`src/rtl/seq_shifter_pkg.sv`:
```
// Shared encodings for the sequential shifter: opcodes and controller states.
package seq_shifter_pkg;

  typedef enum logic [2:0] {
    OP_ASL = 3'b000,
    OP_LSL = 3'b001,
    OP_ROL = 3'b010,
    OP_PT0 = 3'b011,
    OP_ASR = 3'b100,
    OP_LSR = 3'b101,
    OP_ROR = 3'b110,
    OP_PT1 = 3'b111
  } op_e;

  typedef enum logic [1:0] {
    ST_IDLE  = 2'd0,
    ST_SHIFT = 2'd1,
    ST_DONE  = 2'd2
  } state_e;

  // Both x11 encodings bypass the shifter entirely.
  function automatic logic is_pass(input logic [2:0] op);
    return op[1] & op[0];
  endfunction

endpackage

```
`src/rtl/seq_shifter_shift_step.sv`:
```
// One-bit shift/rotate step; sign_change flags a flip of the msb across the step.
module shift_step
  import seq_shifter_pkg::*;
#(
  parameter int WIDTH = 8
) (
  input  logic [WIDTH-1:0] value,
  input  logic [2:0]       opcode,
  output logic [WIDTH-1:0] next_value,
  output logic             sign_change
);

  logic signed [WIDTH-1:0] value_s;

  always_comb begin
    value_s    = value;
    next_value = value;
    case (opcode)
      OP_ASL,
      OP_LSL:  next_value = {value[WIDTH-2:0], 1'b0};
      OP_ROL:  next_value = {value[WIDTH-2:0], value[WIDTH-1]};
      OP_ASR:  next_value = value_s >>> 1;
      OP_LSR:  next_value = {1'b0, value[WIDTH-1:1]};
      OP_ROR:  next_value = {value[0], value[WIDTH-1:1]};
      default: next_value = value;
    endcase
    sign_change = next_value[WIDTH-1] ^ value[WIDTH-1];
  end

endmodule

```
`src/rtl/seq_shifter.sv`:
```
// Multi-cycle shifter: one bit per cycle, valid/ready on both sides, no overlap
// between accepting a request and presenting its result.
module seq_shifter
  import seq_shifter_pkg::*;
#(
  parameter int WIDTH = 8,
  parameter int SW    = 3
) (
  input  logic             clk,
  input  logic             rst_n,
  input  logic             in_valid,
  output logic             in_ready,
  input  logic [WIDTH-1:0] a,
  input  logic [SW-1:0]    s,
  input  logic [2:0]       opcode,
  output logic             out_valid,
  input  logic             out_ready,
  output logic [WIDTH-1:0] y,
  output logic             overflow,
  output logic             busy
);

  state_e           state;
  logic [WIDTH-1:0] work;
  logic [SW-1:0]    cnt;
  logic [2:0]       op_r;
  logic             ovf_acc;

  logic [WIDTH-1:0] step_next;
  logic             step_sc;
  logic             step_ovf;

  shift_step #(.WIDTH(WIDTH)) u_step (
    .value       (work),
    .opcode      (op_r),
    .next_value  (step_next),
    .sign_change (step_sc)
  );

  // Only an arithmetic left shift can report a sign change.
  assign step_ovf = (op_r == OP_ASL) && step_sc;

  always_ff @(posedge clk) begin
    if (!rst_n) begin
      state     <= ST_IDLE;
      in_ready  <= 1'b0;
      out_valid <= 1'b0;
      busy      <= 1'b0;
      y         <= '0;
      overflow  <= 1'b0;
      cnt       <= '0;
      work      <= '0;
      op_r      <= '0;
      ovf_acc   <= 1'b0;
    end else begin
      case (state)
        ST_IDLE: begin
          if (in_valid && in_ready) begin
            op_r     <= opcode;
            work     <= a;
            cnt      <= s;
            ovf_acc  <= 1'b0;
            in_ready <= 1'b0;
            busy     <= 1'b1;
            if (s == '0 || is_pass(opcode)) begin
              state     <= ST_DONE;
              out_valid <= 1'b1;
              y         <= a;
              overflow  <= 1'b0;
            end else begin
              state <= ST_SHIFT;
            end
          end else begin
            in_ready <= 1'b1;
          end
        end

        ST_SHIFT: begin
          work <= step_next;
          cnt  <= cnt - SW'(1);
          if (step_ovf) ovf_acc <= 1'b1;
          // Last step: publish the stepped value directly so the result is
          // available the same edge the counter expires.
          if (cnt == SW'(1)) begin
            state     <= ST_DONE;
            out_valid <= 1'b1;
            y         <= step_next;
            overflow  <= ovf_acc | step_ovf;
          end
        end

        ST_DONE: begin
          if (out_ready) begin
            state     <= ST_IDLE;
            out_valid <= 1'b0;
            busy      <= 1'b0;
            in_ready  <= 1'b1;
          end
        end

        default: begin
          state     <= ST_IDLE;
          out_valid <= 1'b0;
          busy      <= 1'b0;
          in_ready  <= 1'b0;
        end
      endcase
    end
  end

endmodule

```
`config.mk`:
```
export PLATFORM = sky130hd
export DESIGN_NAME = seq_shifter
export DESIGN_NICKNAME = d
export VERILOG_FILES = /design/src/rtl/seq_shifter_pkg.sv /design/src/rtl/seq_shifter_shift_step.sv /design/src/rtl/seq_shifter.sv
export SDC_FILE = /design/constraint.sdc
export NUM_CORES = 1
export LEC_CHECK = 0
export ABC_AREA = 1
export CAP_MARGIN = 20
export CORE_MARGIN = 1
export CORE_UTILIZATION = 35
export CTS_CLUSTER_SIZE = 10
export DETAILED_ROUTE_END_ITERATION = 7
export PLACE_DENSITY_LB_ADDON = 0.3
export SYNTH_ARGS = -nofsm -noshare
export SYNTH_HDL_FRONTEND = slang
export SYNTH_SLANG_ARGS = --single-unit
```
`constraint.sdc`:
```
create_clock -name clk -period 1.25 [get_ports clk]
set_input_delay 0.1875 -clock clk [delete_from_list [all_inputs] [get_ports clk]]
set_output_delay 0.1875 -clock clk [all_outputs]
set_load 0.05 [all_outputs]
```
==> results of run 1 <==
==> routing by layer <==
| layer | up-vias | part of all wire (%) |
|---|---|---|
| met3 | 10 | 6.7 |
| met5 | - | 0 |
| met1 | 702 | 47 |
| met2 | 49 | 44 |
| met4 | 0 | 2.5 |
| li1 | 803 | - |
==> critical path, delay by kind of cell, from the launching register on <==
family          cells  cell delay (ns)
compound gates      2             0.18
buf+inv             2             0.27
flops               1             0.34
simple gates        5             0.51
==> cell type report <==
class                      count  area, µm²  share of cell area (%)
timing repair buffer          62        691                    28.8
tap                           48       60.1                    2.50
clock inverter                 1       7.51                   0.313
sequential                    29        593                    24.7
inverter                      29        119                    4.96
timing repair inverter         2       15.0                   0.626
multi-input combinational    135        806                    33.6
clock buffer                   7        108                    4.49
==> path summary, 6_finish.rpt <==
check | endpoint | depth (start not counted)
worst max register to register | y[2] | 9
worst min-delay path | ovf_acc | 2
worst max-delay path | y[2] | 9
worst min register to register | ovf_acc | 2
==> sequential cells by signal, summed over array words and instances, names as in the netlist <==
signal	flops
op_r	3
cnt	3
out_valid	1
y	8
work	8
state	2
in_ready	1
ovf_acc	1
overflow	1
busy	1
==> power by group <==
| group | internal [W] | total, W | switching, W |
|---|---|---|---|
| sequential | 0.00130 | 0.00161 | 0.000310 |
| clock | 0.000567 | 0.000961 | 0.000393 |
| combinational | 0.00177 | 0.00393 | 0.00216 |
==> per-stage QoR <==
stage	setup slack, ns	power (W)	std cells	cell area [µm²]
final	-0.103	0.00650	313	2400
after global routing	-0.227	0.00693	313	2400
after CTS	-0.109	0.00632	312	2350
after detailed placement	-0.347	0.00488	300	2120
after global placement	-0.303	0.00482	300	2120
after floorplan	-0.0897	0.00353	199	1440
==> cells in the final DEF, fill, tap and decap left out <==
cell type        instances
clkbuf_16                1
buf_4                   29
clkdlybuf4s50_1         17
o22ai_1                  5
ha_1                     1
inv_8                    1
nand2_2                  5
dfxtp_4                  1
nor3_1                   1
o21ai_0                 14
nand2_1                 32
o21ai_1                 11
ha_4                     1
nand2_4                  1
o21ai_2                  5
a21oi_2                  9
a21oi_1                 17
inv_4                    1
nand4_1                  2
dfxtp_1                 21
dfxtp_2                  7
nor2_1                   5
clkinvlp_4               3
nand2_8                  1
clkbuf_8                 6
buf_12                  14
inv_2                    4
a31oi_1                  2
a211oi_1                 1
buf_6                    2
nor2_2                   3
inv_1                   23
nor2_4                   3
nand3b_1                 1
o22ai_2                  4
nand3_1                 11
==> kinds of logic (layout without fill, tap and decap cells) <==
family / Yosys count / in the layout / share of synthesized area [%]
AO/OA/AOI/OAI: 68 / 68 / 26.5
AND/OR/NAND/NOR: 65 / 65 / 20.3
buffers and inverters: 35 / 101 / 10.5
flip-flops: 29 / 29 / 41.0
adder cells (fa/ha/maj): 2 / 2 / 1.76
==> repair_timing <==
item	in CTS	in global routing
setup buffers	2	1
setup endpoints to repair	25	28
pin swaps	7	3
cloned	2	0
resized for setup	34	17
==> summary.md, run 1 <==
| Metric | Value |
|---|---|
| Port buffer count | `29` |
| Slowest stage cell on the critical path | `dfxtp_2` |
| Most common library cells after synthesis | `nand2_1 (35), dfxtp_1 (29), inv_1 (26)` |
| Routed wire length | `3970 µm` |
| Arrival time reported for the critical path endpoint | `around 1.6 ns` |
| Leakage power figure | `roughly 1 nW` |
| GRT met3 Usage | `5.03%` |
| Count of endpoints failing hold in the final timing report | `0` |
| Launch point of the worst reg-to-reg path | `state[1]` |
| Max-slew violation count | `0` |
| Worst hold slack | `0.476 ns` |
| GPL Wtd Cong | `0.844` |
| DRC violation count after routing | `0` |
| Result of the run | `complete, but fails checks` |
| DIE AREA | `4310 µm²` |
| First-pass GRT wire length | `6400 µm` |
| Async set-reset flop share out of synthesis | `0%` |
| Drt first pass iters | `5` |
| Number of buffers inserted during clock tree synthesis | `5` |
| Violations in the final reports | `negative setup slack` |
| Worst EP required | `1.47 ns` |
| TritonCTS Sinks | `29` |
| Max rail drop VDD | `0.00118 V` |
| Hold-fix buffer count after cts | `0` |
| CTS HTree Levels | `2` |
| Number of register bits inferred by synthesis | `29` |
| Most used cell along the critical path | `nand2_2` |
| Maximum number of pins on one net before global-route repair | `19` |
| Starting utilization of the core area | `37.6%` |
| GR Util met2 | `29.1%` |
| Global-route usage over all layers | `19.7%` |
| Launch instance of the worst min-delay path | `ovf_acc` |
| Post-DP HPWL | `roughly 2600 µm` |
| Antenna diode instance count | `0` |
| Yosys warning total | `0` |
| Gate count of the mapped netlist | `199` |
| CP Max Fanout | `16` |
| Fraction of post-synthesis cell area in the top cell type by area | `41.0%` |
| Detailed router's first-iteration violation count | `64` |
| Cell types occupying the most area after synthesis | `dfxtp_1 (41%), nand2_1 (9.3%), o21ai_0 (8.8%)` |
| Synthesized area | `roughly 1400 µm²` |
| Delay contributed by the slowest stage of the critical path | `0.34 ns` |
| Height of the die | `65.6 µm` |
| Summed negative setup slack over all endpoints | `-1.09 ns` |
| Number of placement rows | `22` |
| Most Crowded Layer GR | `met2` |
| Final setup violation count | `19` |
| Crit. End Element | `flop` |
| TritonCTS clock tree | `built` |
| Number of antenna violations at the first check in global routing | `0` |
| Share of the cycle needed by the critical path after routing | `108%` |
| Startpoint class of the critical path | `flop` |
| Vias in the first global route | `1407` |
| Cell type with the largest total area after synthesis | `dfxtp_1` |
| Synthesized area per cell | `a little over 7 µm²` |
| Detail-routed net length per standard cell | `12.7 µm` |
| Standard cell core area | `3770 µm²` |
| Final-layout fill cell count | `310` |
| Net count of the mapped netlist | `219` |
| Source-to-sink clock delay at the later pin of the worst-skew pair | `just under 0.3 ns` |
| Power per cell area | `about 2700 nW/µm²` |
| Class of the tightest hold or removal check | `reg2reg` |
| Share of post-route cells with drive strength above 1 | `about two fifths` |
| # Max-Cap Violations | `0` |
| Clock root cell | `clkbuf_8` |
| Worst setup path startpoint | `state[1]` |
| Layout Utilization | `63.6%` |
| Transition time of the tightest slew-check pin | `0.310 ns` |
| Critical path cell sequence | `buf_6 > nand3b_1 > nand2_2 > nor2_2 > nand2_2 > nor2_4 > buf_12 > o21ai_0 > a21oi_1` |
| Startpoint-to-endpoint class of the critical path | `reg2reg` |
| Routed Antenna Nets | `0` |
| Most common cell in the netlist | `nand2_1` |
| Final Critical Period | `1.35 ns` |
| Peak clock frequency supported by timing | `739 MHz` |
| Worst clock skew on the final layout | `0.0103 ns` |
| GRT Residual Overflow | `0` |
| Maximum clock insertion buffer count | `2` |
| Flop2flop setup slack | `-0.10 ns` |
| Final nets | `284` |
| Die extent in x | `65.6 µm` |
| Count of boundary I/O pins | `30` |
| Post-synthesis sequential area ratio | `41.0%` |
| Routed vias | `1564` |
| Clock slew at the register clock pins of the worst setup and hold paths | `0.07 ns` |
| Via density | `approximately 5` |
| Met1 Resource Use GR | `26.7%` |
| Area growth from synthesis to layout | `69.2%` |
| PnR worst setup slack | `-0.103 ns` |
| Tightest slew margin relative to the limit | `79.2%` |
| Main synth FF type | `dfxtp_1` |
| Number of enable-type register cells in the synthesized netlist | `0` |
| Netlist cell types | `25` |
| Setup repair after global routing missed its margin | `true` |
No activity file was read; power rests on OpenSTA's default activity.
==> run 2: changes to the inputs <==
- ABC_CLOCK_PERIOD_IN_PS: unset -> 1250
==> results of run 2 <==
The final DEF is identical to that of run 1; final timing and power are the same.
